`src/rtl/axi_ost_alloc_pkg.sv`:
```
// Shared sizing for the outstanding-transaction allocator and the order tracker.
package axi_ost_alloc_pkg;

  localparam int unsigned OST_DEPTH_DEF  = 16;
  localparam int unsigned ID_WIDTH_DEF   = 4;
  localparam int unsigned ADDR_WIDTH_DEF = 32;
  localparam int unsigned LEN_WIDTH_DEF  = 8;

  // Pointer width carries one extra code so a count of OST_DEPTH fits.
  function automatic int unsigned ptr_width(input int unsigned depth);
    return $clog2(depth + 1);
  endfunction

  // Index width for selecting one of n slots (at least one bit).
  function automatic int unsigned idx_width(input int unsigned n);
    return (n > 1) ? $clog2(n) : 1;
  endfunction

  localparam int unsigned PTR_WIDTH_DEF = ptr_width(OST_DEPTH_DEF);

endpackage

```
`src/rtl/axi_ost_alloc_if.sv`:
```
// AXI address-channel request (AR or AW) seen by the slot allocator.
interface axi_ost_alloc_if
  import axi_ost_alloc_pkg::*;
#(
  parameter int unsigned ID_WIDTH   = ID_WIDTH_DEF,
  parameter int unsigned ADDR_WIDTH = ADDR_WIDTH_DEF,
  parameter int unsigned LEN_WIDTH  = LEN_WIDTH_DEF
);

  logic                  s_avalid;
  logic                  s_aready;
  logic [ID_WIDTH-1:0]   s_aid;
  logic [ADDR_WIDTH-1:0] s_aaddr;
  logic [LEN_WIDTH-1:0]  s_alen;

  modport master (
    output s_avalid, s_aid, s_aaddr, s_alen,
    input  s_aready
  );

  modport slave (
    input  s_avalid, s_aid, s_aaddr, s_alen,
    output s_aready
  );

endinterface

```
`src/rtl/axi_ost_alloc_ffs.sv`:
```
// Find-first-set: index of the lowest set bit of vec.
module axi_ffs
  import axi_ost_alloc_pkg::*;
#(
  parameter int unsigned WIDTH = 16,
  localparam int unsigned IDX_WIDTH = idx_width(WIDTH)
) (
  input  logic [WIDTH-1:0]     vec,
  output logic [IDX_WIDTH-1:0] index,
  output logic                 found
);

  // Scan from the top so the lowest set bit is the last one written.
  always_comb begin
    index = '0;
    found = 1'b0;
    for (int i = WIDTH - 1; i >= 0; i--) begin
      if (vec[i]) begin
        index = IDX_WIDTH'(i);
        found = 1'b1;
      end
    end
  end

endmodule

```
`src/rtl/axi_ost_alloc.sv`:
```
// Outstanding-transaction slot allocator: hands out the lowest free slot on
// each accepted request and frees slots on the last response beat.
module axi_ost_alloc
  import axi_ost_alloc_pkg::*;
#(
  parameter int unsigned OST_DEPTH  = OST_DEPTH_DEF,
  parameter int unsigned ID_WIDTH   = ID_WIDTH_DEF,
  parameter int unsigned ADDR_WIDTH = ADDR_WIDTH_DEF,
  parameter int unsigned LEN_WIDTH  = LEN_WIDTH_DEF,
  localparam int unsigned PTR_WIDTH = ptr_width(OST_DEPTH)
) (
  input  logic                  clk,
  input  logic                  rst_n,
  axi_ost_alloc_if.slave        req,
  output logic                  push,
  output logic [ID_WIDTH-1:0]   push_id,
  output logic [PTR_WIDTH-1:0]  push_ptr,
  input  logic                  rel_valid,
  input  logic [PTR_WIDTH-1:0]  rel_ptr,
  input  logic [PTR_WIDTH-1:0]  rd_ptr,
  output logic [ID_WIDTH-1:0]   rd_id,
  output logic [ADDR_WIDTH-1:0] rd_addr,
  output logic [LEN_WIDTH-1:0]  rd_len,
  output logic [OST_DEPTH-1:0]  slot_busy,
  output logic [PTR_WIDTH-1:0]  ost_cnt,
  output logic                  full,
  output logic                  empty,
  output logic                  rel_err
);

  localparam int unsigned IDX_WIDTH = idx_width(OST_DEPTH);

  typedef struct packed {
    logic [ID_WIDTH-1:0]   id;
    logic [ADDR_WIDTH-1:0] addr;
    logic [LEN_WIDTH-1:0]  len;
  } slot_t;

  slot_t                 slots [OST_DEPTH];
  slot_t                 rd_slot;
  logic [OST_DEPTH-1:0]  free_vec;
  logic [IDX_WIDTH-1:0]  tgt_idx;
  logic                  tgt_found;
  logic [IDX_WIDTH-1:0]  rel_idx;
  logic [IDX_WIDTH-1:0]  rd_idx;
  logic                  rel_in_range;
  logic                  rel_ok;
  logic [OST_DEPTH-1:0]  busy_nxt;
  logic [PTR_WIDTH-1:0]  cnt_nxt;

  assign free_vec = ~slot_busy;

  axi_ffs #(.WIDTH(OST_DEPTH)) u_ffs (
    .vec   (free_vec),
    .index (tgt_idx),
    .found (tgt_found)
  );

  // Ready depends only on registered occupancy, never on s_avalid.
  assign req.s_aready = ~full;

  // Allocation is zero-latency: push accompanies the handshake itself.
  assign push     = req.s_avalid & ~full & tgt_found;
  assign push_id  = req.s_aid;
  assign push_ptr = PTR_WIDTH'(tgt_idx);

  // A release counts only when it names an in-range, currently busy slot.
  assign rel_idx      = IDX_WIDTH'(rel_ptr);
  assign rel_in_range = (rel_ptr < PTR_WIDTH'(OST_DEPTH));
  assign rel_ok       = rel_valid & rel_in_range & slot_busy[rel_idx];

  // Next busy bitmap and occupancy; allocation and release never hit one slot.
  always_comb begin
    busy_nxt = slot_busy;
    cnt_nxt  = ost_cnt;
    if (rel_ok) begin
      busy_nxt[rel_idx] = 1'b0;
    end
    if (push) begin
      busy_nxt[tgt_idx] = 1'b1;
    end
    case ({push, rel_ok})
      2'b10:   cnt_nxt = ost_cnt + PTR_WIDTH'(1);
      2'b01:   cnt_nxt = ost_cnt - PTR_WIDTH'(1);
      default: cnt_nxt = ost_cnt;
    endcase
  end

  // Occupancy, flags and sticky release error.
  always_ff @(posedge clk or negedge rst_n) begin
    if (!rst_n) begin
      slot_busy <= '0;
      ost_cnt   <= '0;
      full      <= 1'b0;
      empty     <= 1'b1;
      rel_err   <= 1'b0;
    end else begin
      slot_busy <= busy_nxt;
      ost_cnt   <= cnt_nxt;
      full      <= (cnt_nxt == PTR_WIDTH'(OST_DEPTH));
      empty     <= (cnt_nxt == '0);
      if (rel_valid && !rel_ok) begin
        rel_err <= 1'b1;
      end
    end
  end

  // Slot payload capture; released slots keep stale contents.
  always_ff @(posedge clk or negedge rst_n) begin
    if (!rst_n) begin
      for (int i = 0; i < int'(OST_DEPTH); i++) begin
        slots[i] <= '0;
      end
    end else if (push) begin
      slots[tgt_idx] <= '{id: req.s_aid, addr: req.s_aaddr, len: req.s_alen};
    end
  end

  // Combinational slot lookup; out-of-range pointers read as zero.
  assign rd_idx = IDX_WIDTH'(rd_ptr);

  always_comb begin
    rd_slot = '0;
    if (rd_ptr < PTR_WIDTH'(OST_DEPTH)) begin
      rd_slot = slots[rd_idx];
    end
  end

  assign rd_id   = rd_slot.id;
  assign rd_addr = rd_slot.addr;
  assign rd_len  = rd_slot.len;

endmodule

```
`src/flat_wrapper.sv`:
```
// flat-port wrapper written by rule: the top's interface ports become plain ports
module axi_ost_alloc_flat import axi_ost_alloc_pkg::*;
#(
  parameter int unsigned OST_DEPTH  = OST_DEPTH_DEF,
  parameter int unsigned ID_WIDTH   = ID_WIDTH_DEF,
  parameter int unsigned ADDR_WIDTH = ADDR_WIDTH_DEF,
  parameter int unsigned LEN_WIDTH  = LEN_WIDTH_DEF,
  localparam int unsigned PTR_WIDTH = ptr_width(OST_DEPTH)
)
  (clk, rst_n, push, push_id, push_ptr, rel_valid, rel_ptr, rd_ptr, rd_id, rd_addr, rd_len, slot_busy, ost_cnt, full, empty, rel_err, req_s_avalid, req_s_aid, req_s_aaddr, req_s_alen, req_s_aready);
  axi_ost_alloc_if #(.ID_WIDTH(ID_WIDTH), .ADDR_WIDTH(ADDR_WIDTH), .LEN_WIDTH(LEN_WIDTH)) req_i ();
  input  logic clk;
  input  logic rst_n;
  output logic push;
  output logic [ID_WIDTH-1:0] push_id;
  output logic [PTR_WIDTH-1:0] push_ptr;
  input  logic rel_valid;
  input  logic [PTR_WIDTH-1:0] rel_ptr;
  input  logic [PTR_WIDTH-1:0] rd_ptr;
  output logic [ID_WIDTH-1:0] rd_id;
  output logic [ADDR_WIDTH-1:0] rd_addr;
  output logic [LEN_WIDTH-1:0] rd_len;
  output logic [OST_DEPTH-1:0] slot_busy;
  output logic [PTR_WIDTH-1:0] ost_cnt;
  output logic full;
  output logic empty;
  output logic rel_err;
  input wire logic [$bits(req_i.s_avalid)-1:0] req_s_avalid;
  input wire logic [$bits(req_i.s_aid)-1:0] req_s_aid;
  input wire logic [$bits(req_i.s_aaddr)-1:0] req_s_aaddr;
  input wire logic [$bits(req_i.s_alen)-1:0] req_s_alen;
  output wire logic [$bits(req_i.s_aready)-1:0] req_s_aready;
  assign req_i.s_avalid = req_s_avalid;
  assign req_i.s_aid = req_s_aid;
  assign req_i.s_aaddr = req_s_aaddr;
  assign req_i.s_alen = req_s_alen;
  assign req_s_aready = req_i.s_aready;
  axi_ost_alloc #(.OST_DEPTH(OST_DEPTH), .ID_WIDTH(ID_WIDTH), .ADDR_WIDTH(ADDR_WIDTH), .LEN_WIDTH(LEN_WIDTH)) u_core (.clk(clk), .rst_n(rst_n), .req(req_i), .push(push), .push_id(push_id), .push_ptr(push_ptr), .rel_valid(rel_valid), .rel_ptr(rel_ptr), .rd_ptr(rd_ptr), .rd_id(rd_id), .rd_addr(rd_addr), .rd_len(rd_len), .slot_busy(slot_busy), .ost_cnt(ost_cnt), .full(full), .empty(empty), .rel_err(rel_err));
endmodule
```
`config.mk`:
```
export PLATFORM = sky130hd
export DESIGN_NAME = axi_ost_alloc_flat
export DESIGN_NICKNAME = d
export VERILOG_FILES = /design/src/rtl/axi_ost_alloc_pkg.sv /design/src/rtl/axi_ost_alloc_if.sv /design/src/rtl/axi_ost_alloc_ffs.sv /design/src/rtl/axi_ost_alloc.sv /design/src/flat_wrapper.sv
export SDC_FILE = /design/constraint.sdc
export NUM_CORES = 1
export LEC_CHECK = 0
export BUFFER_PORTS_ARGS = -buffer_cell sky130_fd_sc_hd__clkbuf_2
export CORE_MARGIN = 2
export CORE_UTILIZATION = 50
export DETAILED_ROUTE_END_ITERATION = 16
export PLACE_DENSITY_LB_ADDON = 0.1
export SLEW_MARGIN = 20
export SYNTH_ARGS = -nofsm -noshare
export SYNTH_HDL_FRONTEND = slang
export SYNTH_SLANG_ARGS = --single-unit
```
`constraint.sdc`:
```
create_clock -name clk -period 4.7 [get_ports clk]
set_clock_uncertainty 0.05 [all_clocks]
set_input_delay 0.47 -clock clk [delete_from_list [all_inputs] [get_ports clk]]
set_output_delay 0.47 -clock clk [all_outputs]
set_load 0.01 [all_outputs]
```
; Yosys cells after proc, flatten, opt, wreduce, memory -nomap -nowiden
; Cells that the tools add are included.
[totals]
reg_bits = 728
inputBits = 58
word_cells = 132
[classes]
add_sub_neg = 2
magnitude_cmp = 9
n_eq_ne = 3
n_mux = 48
n_bitwise = 11
n_reduce_logical = 6
[op_table]
columns = operator, n
row1 = 704-bit bitwise mux, 1
row2 = 44-bit binary-select mux with 4-bit select, 1
row3 = 44-bit demux with 4-bit select, 1
row4 = 44-bit two-way mux, 4
row5 = 4-bit two-way mux, 16
row6 = 16-bit two-way mux, 2
row7 = 16-bit NOT, 2
row8 = 1-bit two-way mux, 19
row9 = 16-bit AND, 1
row10 = 16-bit OR, 1
row11 = "5-bit greater-or-equal comparator, second input constant", 2
row12 = "4-bit by 5-bit < comparator with 1-bit output, second input constant", 2
row13 = "5-bit < comparator, second input constant", 2
row14 = 4-bit NOT with 5-bit output, 2
row15 = 5-bit case mux with 2 select lines, 1
row16 = 1-bit demux with 4-bit select, 2
row17 = "4-bit by 1-bit greater-or-equal comparator with 1-bit output, second input constant", 2
row18 = "5-bit by 1-bit adder with 5-bit output, second input constant", 1
row19 = "5-bit equality test, second input constant", 1
row20 = 5-bit zero test, 1
row21 = "5-bit by 1-bit < comparator with 1-bit output, second input constant", 1
row22 = "5-bit by 1-bit subtractor with 5-bit output, second input constant", 1
row23 = 1-bit AND, 4
row24 = 1-bit binary-select mux with 4-bit select, 1
row25 = other kinds (5), 8

; Depth between registers and ports, before layout
; Gate-level depths: netlist of the first run.
[depth]
word_depth = 23
mapped_depth = 14

; Modules after synthesis
; Synthesis of the first run repeated with hierarchy kept, for this count alone.
[hier_totals]
cells_unflattened = 2038
area_unflattened_um2 = 33285.7
[modules_own_cells]
columns = mod, instances, cells_per_inst, area_per_inst_um2
row1 = axi_ost_alloc, 1, 2005, 33106.8
row2 = axi_ffs, 1, 33, 178.9

; Worst setup path after synthesis of the first run
; OpenSTA, ideal clock, no wires.
[synth_timing]
path_kind = input port to output port
start = input port rd_ptr[0]
end = output port rd_addr[0]
t_arrival_ns = 2.541
path_slack_ns = 1.639
path_stages = 6
path_buffers = 3
cell_sequence = clkbuf_1 > clkbuf_1 > buf_2 > mux4_2 > mux4_2 > nor2b_1
[synth_via]
elab_chain_cells = 5
elab_cells_between_ends = 6
[synth_lines]
columns = item, line
row1 = start: declaration, flat_wrapper.sv:19  ; input logic [PTR_WIDTH-1:0] rd_ptr;
row2 = 4-bit NOT with 5-bit output (not written as such), axi_ost_alloc.sv:125  ; rd_slot = slots[rd_idx];
row3 = 44-bit binary-select mux with 4-bit select, axi_ost_alloc.sv:125
row4 = 44-bit two-way mux (not written as such) (2 in series), axi_ost_alloc.sv:125
row5 = 44-bit two-way mux *, axi_ost_alloc.sv:124  ; if (rd_ptr < PTR_WIDTH'(OST_DEPTH)) begin
row6 = end: declaration, flat_wrapper.sv:21  ; output logic [ADDR_WIDTH-1:0] rd_addr;
; Every way passes the cells marked *; elsewhere a longest branch is shown, timed or not. The select of a mux whose other input is x is not followed.

; Final worst setup path of the first run
[layout_timing]
start = register u_core.slot_busy[1]
end = register u_core.slots[57] in the netlist's numbering
[layout_via]
elab_chain_cells = 9
elab_cells_between_ends = 13
[layout_lines]
columns = item, line
row1 = start: declaration, axi_ost_alloc.sv:24  ; output logic [OST_DEPTH-1:0] slot_busy,
row2 = start signal: assignment, axi_ost_alloc.sv:98  ; slot_busy <= busy_nxt;
row3 = 16-bit NOT *, axi_ost_alloc.sv:51  ; assign free_vec = ~slot_busy;
row4 = 4-bit two-way mux (2 in series), axi_ost_alloc_ffs.sv:18  ; if (vec[i]) begin
row5 = 4-bit NOT with 5-bit output (not written as such), axi_ost_alloc.sv:115  ; slots[tgt_idx] <= '{id: req.s_aid, addr: req.s_aaddr, len: req.s_alen};
row6 = 5-bit greater-or-equal comparator (not written as such) / 5-bit by 1-bit < comparator with 1-bit output (equally long branches), axi_ost_alloc.sv:115
row7 = 1-bit logical AND (not written as such), axi_ost_alloc.sv:115
row8 = 44-bit two-way mux (not written as such), axi_ost_alloc.sv:115
row9 = 44-bit demux with 4-bit select, axi_ost_alloc.sv:115
row10 = 704-bit bitwise mux, axi_ost_alloc.sv:115
row11 = end signal: indexed assignment, axi_ost_alloc.sv:115
row12 = end: declaration, axi_ost_alloc.sv:39  ; slot_t slots [OST_DEPTH];
; Every way passes the cells marked *; elsewhere a longest branch is shown, timed or not.
; A chain may end at the register's enable or synchronous reset.

==> results of run 1 <==
cell families (layout without fill, tap and decap cells):
logic type,count (synthesis),count (layout)
muxes,931,931
adders and majority gates,2,2
xor gates and xnor gates,5,5
DFF,728,728
and+or+nand+nor,134,134
buffers and inverters,195,333
AOI/OAI and AO/OA,45,45
other,1,2
worst max-delay path by stage:
stage                          from                to  slack (ns)  cells after the start
2_1_floorplan             rd_ptr[0]        rd_addr[0]        1.64                      6
5_1_grt        u_core.slot_busy[15]  u_core.slots[48]        1.11                      9
3_3_place_gp             rel_ptr[1]      u_core.empty        1.35                     14
6_report        u_core.slot_busy[1]  u_core.slots[57]        1.31                      6
4_1_cts        u_core.slot_busy[15]  u_core.slots[48]        1.31                      9
3_5_place_dp             rel_ptr[1]      u_core.empty        1.26                     14
metal layers:
metal  vias to the layer above  track usage
met5                         -            0
met4                         2      0.06424
met3                       140      0.03540
met2                       322       0.3981
met1                     10040       0.3352
li1                       7773            -
registers in the layout (all words and copies together), names as in the netlist:
name	count
u_core.slots	704
u_core.empty	1
u_core.ost_cnt	5
u_core.rel_err	1
u_core.slot_busy	16
u_core.full	1
worst register-to-register path, cell delays in order, from the launching register on:
cell     delay, ns
dfrtp_1       0.58
nand4_1       0.26
nor3_1        0.39
and3_1        0.42
nand3_4       0.67
buf_4         0.56
mux2_2        0.32
cell type report:
type / instances / share of cell area
timing repair buffer: 176 / 0.03124
clock inverter: 17 / 0.005379
antenna: 1 / 0.00006682
inverter: 16 / 0.001671
multi-input combinational: 1118 / 0.3805
tap: 864 / 0.02887
clock buffer: 124 / 0.06578
sequential: 728 / 0.4865
power groups by stage:
stage | registers [mW] | clock network [mW] | logic (mW)
6_report | 10.5 | 6.30 | 7.31
5_1_grt | 10.8 | 6.71 | 7.86
4_1_cts | 10.5 | 6.45 | 7.40
3_5_place_dp | 10.6 | 0 | 7.38
3_3_place_gp | 10.4 | 0 | 7.14
2_1_floorplan | 10.1 | 0 | 5.68
layout by cell type, fill, tap and decap left out, types with 5 or more instances in the layout:
cell / count
a21oi_1: 7
buf_12: 12
buf_4: 30
clkbuf_1: 20
clkbuf_16: 85
clkbuf_2: 130
clkbuf_8: 20
clkinv_2: 8
dfrtp_1: 727
inv_1: 15
mux2_2: 706
mux4_2: 222
nand2_1: 24
nand2b_1: 9
nand3_4: 5
nor2_1: 13
nor2b_1: 47
o21ai_0: 18
through the flow:
step / cells / hold slack [ns] / cell area, sq um / power (mW) / util
2_1_floorplan: 2041 / 0.1244 / 33220 / 15.74 / -
5_1_grt: 3044 / 0.06387 / 37450 / 25.38 / 0.5696
3_3_place_gp: 2901 / 0.4047 / 34770 / 17.52 / 0.5289
3_5_place_dp: 2901 / 0.4033 / 34770 / 17.94 / 0.5289
4_1_cts: 3043 / 0.02948 / 37450 / 24.31 / 0.5696
6_report: 3044 / 0.06753 / 37450 / 24.09 / 0.5696
==> results.yml, run 1 <==
min_path:
  min_path_cells: 2
  worstHoldStart: "rel_valid"
  hp-class: "primary input to flip-flop"
  min_to: "u_core.rel_err"
die:
  core_area_sq_mm: 0.06575
  die_y_um: 261.8
  io_pins: 137
  rows: 94
  die_x_um: 261.8
  start_util: 0.5053
  design.die.area_sq_mm: 0.06852
pwr:
  p_leak_nw: 16.70
  pwr-share-clk: 0.261
  sw_frac_of_total: 0.2806
  p_per_area_mw_per_mm2: 643.2
  seqPwrFrac: 0.435
  irDropWorstVdd_uv: 334.5
  internal_power_mw: 17.33
  p_switching_mw: 6.760
  combPwrFrac: 0.303
timing:
  maxSlewHeadroom: 0.2562
  rsz0062_at_grt: "false"
  setup_tns_ns: 0
  worst_slew_pin_slew_ns: 1.116
  min_period_ns: 3.394
  setup_violations: 0
  fmaxAchievable_ghz: 0.2947
  hold_viol: 0
  drv_slew: 0
  period_share: 0.7221
  layout_setup_ws_ns: 1.306
synth:
  syn_inst: 2041
  synth_top_family_by_area: "multiplexers"
  synth_edf_count: 0
  avgSynthCellArea_sq_um: 16.28
  synth_top_area_share: 0.5476
  yosys_warnings: 0
  ys_ff_latch: 728
  synth.distinct_cells: 57
  yosys.area_share.simple: 0.02312
  synth.most_common_cell: "dfrtp_1"
  synth_fa_ha_area_frac: 0.0007532
  synth_flop_cell: "dfrtp_1"
  synth-xor-area-share: 0.001318
  synth_top_cells_by_count: "dfrtp_1, mux2_2, mux4_2, clkbuf_1, buf_2"
  synth.mux.area_fraction: 0.3912
  ys_seq_area_frac: 0.5484
  netlist_area_sq_mm: 0.03322
  synth.area.top_cells: "dfrtp_1, mux2_2, mux4_2"
  synth_compound_area_frac: 0.009152
  syn_nets: 2101
  synth-async-reset-ratio: 1.000
  yosysTopAreaCell: "dfrtp_1"
detailed_routing:
  highest_layer: "met5"
  drc: 0
  wirelength_met1_um: 35650
  detail_route.wirelength_um: 79540
  wl_met2_um: 39360
  drtAntennaViolNets: 0
  firstDrtPassIters: 5
  wire_per_inst_um: 26.13
  via_count: 18280
  drt_iter0_drc: 988
  detail_route.vias_per_cell: 6.006
  met3_wirelength_um: 2589
finish:
  multi_input_area_sq_mm: 0.01425
  layout.nets: 2180
  drive_gt1_frac: 0.5769
  regArea_sq_mm: 0.01822
  syn_to_final_growth_pct: 12.72
  fillCellCount: 5069
global_route:
  grt_antenna_before_repair: 2
  grt_max_degree: 133
  grt_remaining_overflow: 0
  grt_use_total: 0.2402
  grt_pass1_vias: 19810
  grt_pass1_wl_um: 123100
cts:
  htree_levels: 3
  cts_root_buf: "clkbuf_16"
  clock-sinks: 728
  postCtsSetupRepairBufs: 0
  cts_buffer_depth: 3
  clk_latency_ns: 0.62
  path_clk_slew_ns: 0.06
  cts_resized: 0
  cts_tree: "yes"
  cts_buffers: 80
  postCtsHoldBufs: 1
worst_setup_path:
  crit_slowest_cell: "nand3_4"
  crit_buf_inv: 1
  critPathLaunchType: "flip-flop"
  endpoint_kind: "flip-flop"
  crit_path_max_incr_delay_ns: 0.67
  timing.rr.start: "u_core.slot_busy[1]"
  worst_r2r_endpoint: "u_core.slots[57]"
  critPathKind: "flip-flop to flip-flop"
  path_max_fanout: 30
  arrival_ns: 3.83
  r2r_cells: 6
  crit_required_ns: 5.14
  r2r_setup_slack_ns: 1.31
  critPathTopFamily: "simple AND/OR/NAND/NOR gates"
  path_cells: "nand4_1, nor3_1, and3_1, nand3_4, buf_4, mux2_2"
placed_design:
  place_ws_ns: 1.263
  hpwl_um: 43330
  io_buffers: 135
  routabilityCongestion: 0.8231
run_status:
  status: "finished clean"
job:
  max_cap_violations: 0
(Power assumes the default switching activity.)
==> run 2, diff against run 1 <==
==> constraint.sdc (replaced) <==
create_clock -name clk -period 3 [get_ports clk]
set_clock_uncertainty 0.05 [all_clocks]
set_input_delay 0.3 -clock clk [delete_from_list [all_inputs] [get_ports clk]]
set_output_delay 0.3 -clock clk [all_outputs]
set_load 0.01 [all_outputs]
==> results.yml, run 2 (synthesized netlist as in run 1, its figures left out) <==
timing:
  worst_slew_pin_slew_ns: 0.7889
  maxSlewHeadroom: 0.4741
  hold_viol: 0
  setup_violations: 0
  fmaxAchievable_ghz: 0.3520
  drv_slew: 0
  min_period_ns: 2.841
  rsz0062_at_grt: "true"
  period_share: 0.9469
  setup_tns_ns: 0
global_route:
  grt_pass1_vias: 20330
  grt_antenna_before_repair: 3
  grt_remaining_overflow: 0
  grt_max_degree: 86
  grt_pass1_wl_um: 127700
  grt_use_total: 0.2489
finish:
  layout_commonest_cell: "dfrtp_1"
  mostFrequentLayoutCells: "dfrtp_1, mux2_2, mux4_2"
  top_regs: "u_core.slots (704), u_core.slot_busy (16), u_core.ost_cnt (5)"
  syn_to_final_growth_pct: 14.98
  layout.nets: 2236
  regArea_sq_mm: 0.01822
  fillCellCount: 5079
  top_register: "u_core.slots"
  largest_reg_flops: 704
  layout.cells.non_filler: 3101
  drive_gt1_frac: 0.5854
  multi_input_area_sq_mm: 0.01426
pwr:
  pwr-share-clk: 0.252
  power.total_mw: 37.91
  irDropWorstVdd_uv: 512.8
  p_switching_mw: 10.77
  sw_frac_of_total: 0.2840
  internal_power_mw: 27.14
  p_per_area_mw_per_mm2: 992.4
  p_leak_nw: 17.07
  combPwrFrac: 0.316
  seqPwrFrac: 0.432
detailed_routing:
  detail_route.wirelength_um: 82170
  wirelength_met1_um: 36140
  wire_per_inst_um: 26.50
  drtAntennaViolNets: 0
  highest_layer: "met5"
  wl_met2_um: 41140
  drt_iter0_drc: 938
  via_count: 18680
  firstDrtPassIters: 5
  detail_route.vias_per_cell: 6.023
  met3_wirelength_um: 2870
  drc: 0
die:
  rows: 94
  design.die.area_sq_mm: 0.06852
  die_x_um: 261.8
  start_util: 0.5053
  core_area_sq_mm: 0.06575
  io_pins: 137
  die_y_um: 261.8
worst_setup_path:
  crit_required_ns: 3.49
  path_max_fanout: 6
  arrival_ns: 3.33
  endpoint_kind: "flip-flop"
  critPathKind: "flip-flop to flip-flop"
  critPathLaunchType: "flip-flop"
run_status:
  status: "finished clean"
cts:
  cts_buffer_depth: 3
  path_clk_slew_ns: 0.05
  htree_levels: 3
  clock-sinks: 728
  clk_latency_ns: 0.61
  cts_tree: "yes"
  cts_buffers: 80
  cts_root_buf: "clkbuf_16"
placed_design:
  placedCellCount: 2956
  routabilityCongestion: 0.8840
  io_buffers: 135
  hpwl_um: 47320
job:
  max_cap_violations: 0
min_path:
  hp-class: "primary input to flip-flop"
[run 2: cell types whose count changed in the layout (fill, tap and decap cells not counted), sizes merged]
cell	delta
inv	-1
dlygate4sd3	+1
clkbuf	+3
clkinv	+4
clkinvlp	-2
bufinv	-3
buf	+55
[run 2: path summary, 6_finish.rpt]
| path | cells after the start | endpoint | start | slack [ns] |
|---|---|---|---|---|
| max | 13 | u_core.empty | u_core.slot_busy[14] | 0.16 |
| min | 4 | u_core.slot_busy[15] | rel_ptr[2] | 0.1 |
| max reg2reg | 13 | u_core.empty | u_core.slot_busy[14] | 0.16 |
| min reg2reg | 1 | u_core.rel_err | u_core.rel_err | 0.43 |
| max in group asynchronous | 3 | u_core.slots[567] | rst_n | 1.69 |
| min in group asynchronous | 2 | u_core.slots[143] | rst_n | 0.25 |
[run 2: metrics by stage]
step                        util  worst slack [ns]  hold WS (ns)  cell area [sq um]
after floorplan                -            0.1004      -0.04559              33220
after global placement    0.5416           0.07669        0.3011              35610
after detailed placement  0.5416         -0.003999        0.3165              35610
after CTS                 0.5808            0.1385       0.06764              38190
after global routing      0.5810         -0.009428        0.1096              38200
final                     0.5810            0.1594       0.09808              38200
[run 2: repair_timing]
action / CTS / global route
gates resized for setup: 1 / 3
hold buffers: 2 / 0
buffers inserted: 0 / 0
endpoints found under the setup margin: 2 / 3
hold endpoints to repair: 52 / 0
[run 2: critical path, stage by stage, from the launching register on]
cell     delay [ns]
dfrtp_2        0.45
mux4_1         0.51
nor2_2         0.11
o22a_4         0.16
inv_4          0.04
nand2_4        0.08
xnor2_1        0.11
ha_1           0.19
a21oi_1        0.05
or3_2          0.42
nand3_1        0.11
xnor2_1        0.14
o311a_1        0.20
nor2b_1        0.14
[run 2: routing by layer]
metal / track usage / up-vias
met5: 0 / -
met4: 0.06597 / 4
met3: 0.03704 / 132
met2: 0.4139 / 382
met1: 0.3460 / 10260
li1: - / 7894
[run 2: power groups by stage]
stage / clock (mW) / sequential, mW / combinational [mW]
2_1_floorplan: 0 / 15.8 / 8.90
3_3_place_gp: 0 / 16.2 / 11.7
3_5_place_dp: 0 / 16.5 / 12.1
4_1_cts: 9.79 / 16.3 / 12.1
5_1_grt: 10.2 / 16.9 / 12.9
6_report: 9.55 / 16.4 / 12.0
[run 2: layout make-up]
class                   count  share of cell area
flip-flops and latches    728              0.4770
clock inverters            15            0.002915
diodes                      1          0.00006551
inverters                  16            0.001638
clock buffers             127             0.06400
repair buffers            232             0.05283
well taps                 864             0.02830
multi-input cells        1118              0.3733
==> run 3, diff against run 2 <==
==> constraint.sdc (replaced) <==
create_clock -name clk -period 3 [get_ports clk]
set_clock_uncertainty 0.05 [all_clocks]
set_input_delay 0.6 -clock clk [delete_from_list [all_inputs] [get_ports clk]]
set_output_delay 0.6 -clock clk [all_outputs]
set_load 0.01 [all_outputs]
==> results.yml, run 3 (synthesized netlist as in run 1, its figures left out) <==
cts:
  cts_root_buf: "clkbuf_16"
  clock-sinks: 728
  cts_buffer_depth: 3
  path_clk_slew_ns: 0.06
  clk_latency_ns: 0.60
  cts_tree: "yes"
  cts_buffers: 79
  postCtsSetupRepairBufs: 0
  htree_levels: 3
detailed_routing:
  firstDrtPassIters: 4
  detail_route.wirelength_um: 82080
  drtAntennaViolNets: 0
  via_count: 18730
  detail_route.vias_per_cell: 5.973
  drt_iter0_drc: 1201
  wire_per_inst_um: 26.17
  drc: 0
finish:
  fillCellCount: 5051
  regArea_sq_mm: 0.01822
  top_regs: "u_core.slots (704), u_core.slot_busy (16), u_core.ost_cnt (5)"
  stdcell_area_sq_mm: 0.03885
  top_register: "u_core.slots"
  mostFrequentLayoutCells: "dfrtp_1, mux2_2, mux4_2"
  drive_gt1_frac: 0.6006
  layout.nets: 2274
  layout_commonest_cell: "dfrtp_1"
  syn_to_final_growth_pct: 16.93
  multi_input_area_sq_mm: 0.01430
  largest_reg_flops: 704
timing:
  setup_violations: 29
  layout_setup_ws_ns: -0.06324
  hold_viol: 0
  drv_slew: 0
  period_share: 1.021
  fmaxAchievable_ghz: 0.3265
  min_period_ns: 3.063
  maxSlewHeadroom: 0.3344
  worst_slew_pin_slew_ns: 0.9880
  rsz0062_at_grt: "true"
global_route:
  grt_max_degree: 122
  grt_remaining_overflow: 0
  grt_pass1_wl_um: 127400
  grt_pass1_vias: 20520
  grt_use_total: 0.2481
  grt_antenna_before_repair: 4
min_path:
  hp-class: "primary input to flip-flop"
  worstHoldStart: "rel_valid"
  min_path_cells: 2
  min_to: "u_core.rel_err"
die:
  die_y_um: 261.8
  core_area_sq_mm: 0.06575
  start_util: 0.5053
  die_x_um: 261.8
  rows: 94
  io_pins: 137
  design.die.area_sq_mm: 0.06852
worst_setup_path:
  crit_required_ns: 2.35
  critPathKind: "primary input to output port"
  timing.rr.start: "u_core.slot_busy[14]"
  crit_buf_inv: 4
  path_cells: "buf_16, buf_12, buf_4, mux4_2, mux4_2, nor2b_1, clkbuf_2"
  critPathLaunchType: "primary input"
  r2r_setup_slack_ns: 0.19
  arrival_ns: 2.41
  crit_path_max_incr_delay_ns: 0.52
  path_max_fanout: 8
  critPathTopFamily: "multiplexers"
  r2r_cells: 9
  path_common_cell: "mux4_2"
  crit_slowest_cell: "mux4_2"
  worst_r2r_endpoint: "u_core.slots[155]"
  endpoint_kind: "output port"
pwr:
  power.total_mw: 38.27
  p_per_area_mw_per_mm2: 985.2
  irDropWorstVdd_uv: 424.8
  p_leak_nw: 17.40
placed_design:
  place_ws_ns: -0.1492
  hpwl_um: 48650
  placed_area_sq_mm: 0.03609
  io_buffers: 135
  routabilityCongestion: 0.7961
run_status:
  status: "finished, violations left"
  violations: "setup timing"
job:
  max_cap_violations: 0
run 3: cell count changes in the layout (fill, tap and decap cells not counted), sizes merged:
cell and change:
clkbuf -6, buf +38, dlygate4sd3 -1, clkinvlp +4, bufinv +2, inv -2
run 3: cell type report:
class,count,share of cell area
Clock buffer,119,0.06177
Tap cell,864,0.02783
Antenna cell,1,0.00006441
Timing Repair Buffer,271,0.06706
Inverter,16,0.001610
Multi-Input combinational cell,1118,0.3680
Sequential cell,728,0.4690
Clock inverter,19,0.004638
run 3: how the worst max path moves through the flow:
| stage | cells after the start | start | endpoint | slack (ns) |
|---|---|---|---|---|
| floorplan | 6 | rd_ptr[1] | rd_addr[0] | -0.02 |
| global placement | 6 | rd_ptr[0] | rd_len[5] | -0.09 |
| detailed placement | 14 | rel_ptr[1] | u_core.empty | -0.15 |
| CTS | 6 | rd_ptr[0] | rd_len[5] | -0.08 |
| global route | 7 | rd_ptr[0] | rd_addr[8] | -0.11 |
| finish | 7 | rd_ptr[0] | rd_addr[7] | -0.06 |
run 3: through the flow:
stage / hold slack [ns] / TNS (ns) / util / cells
5_1_grt: 0.1777 / -3.113 / 0.5909 / 3136
6_report: 0.1888 / -0.9384 / 0.5909 / 3136
3_5_place_dp: 0.4099 / -2.133 / 0.5489 / 2992
3_3_place_gp: 0.3971 / -1.767 / 0.5489 / 2992
4_1_cts: 0.1560 / -1.572 / 0.5901 / 3133
2_1_floorplan: 0.2544 / -0.6949 / - / 2041
run 3: timing repair:
action | in CTS | in global routing
hold endpoints to repair | 30 | 0
resized for setup | 16 | 2
pin swaps | 0 | 1
cloned | 2 | 2
hold buffers | 1 | 0
setup endpoints to repair | 42 | 44
run 3: worst register-to-register path, cell delays in order, from the launching register on:
cell	delay [ns]
dfrtp_1	0.46
nand2b_1	0.10
a21boi_0	0.07
o21ai_0	0.15
a21oi_1	0.09
o21a_2	0.25
o21ai_0	0.79
nand2_4	0.14
buf_12	0.23
mux2_2	0.35
run 3: layer usage:
layer	share of wire	vias to the layer above	GRT usage
met5	0.00051	-	0
met4	0.020	6	0.06345
met3	0.033	124	0.03453
met2	0.50	299	0.4167
met1	0.45	10330	0.3438
li1	-	7967	-
run 3: power by group:
group	leakage [nW]	internal, mW	total, mW	switching [mW]
clock	1.27	5.75	9.65	3.90
combinational	6.93	7.45	12.2	4.73
sequential	9.19	14.2	16.4	2.23
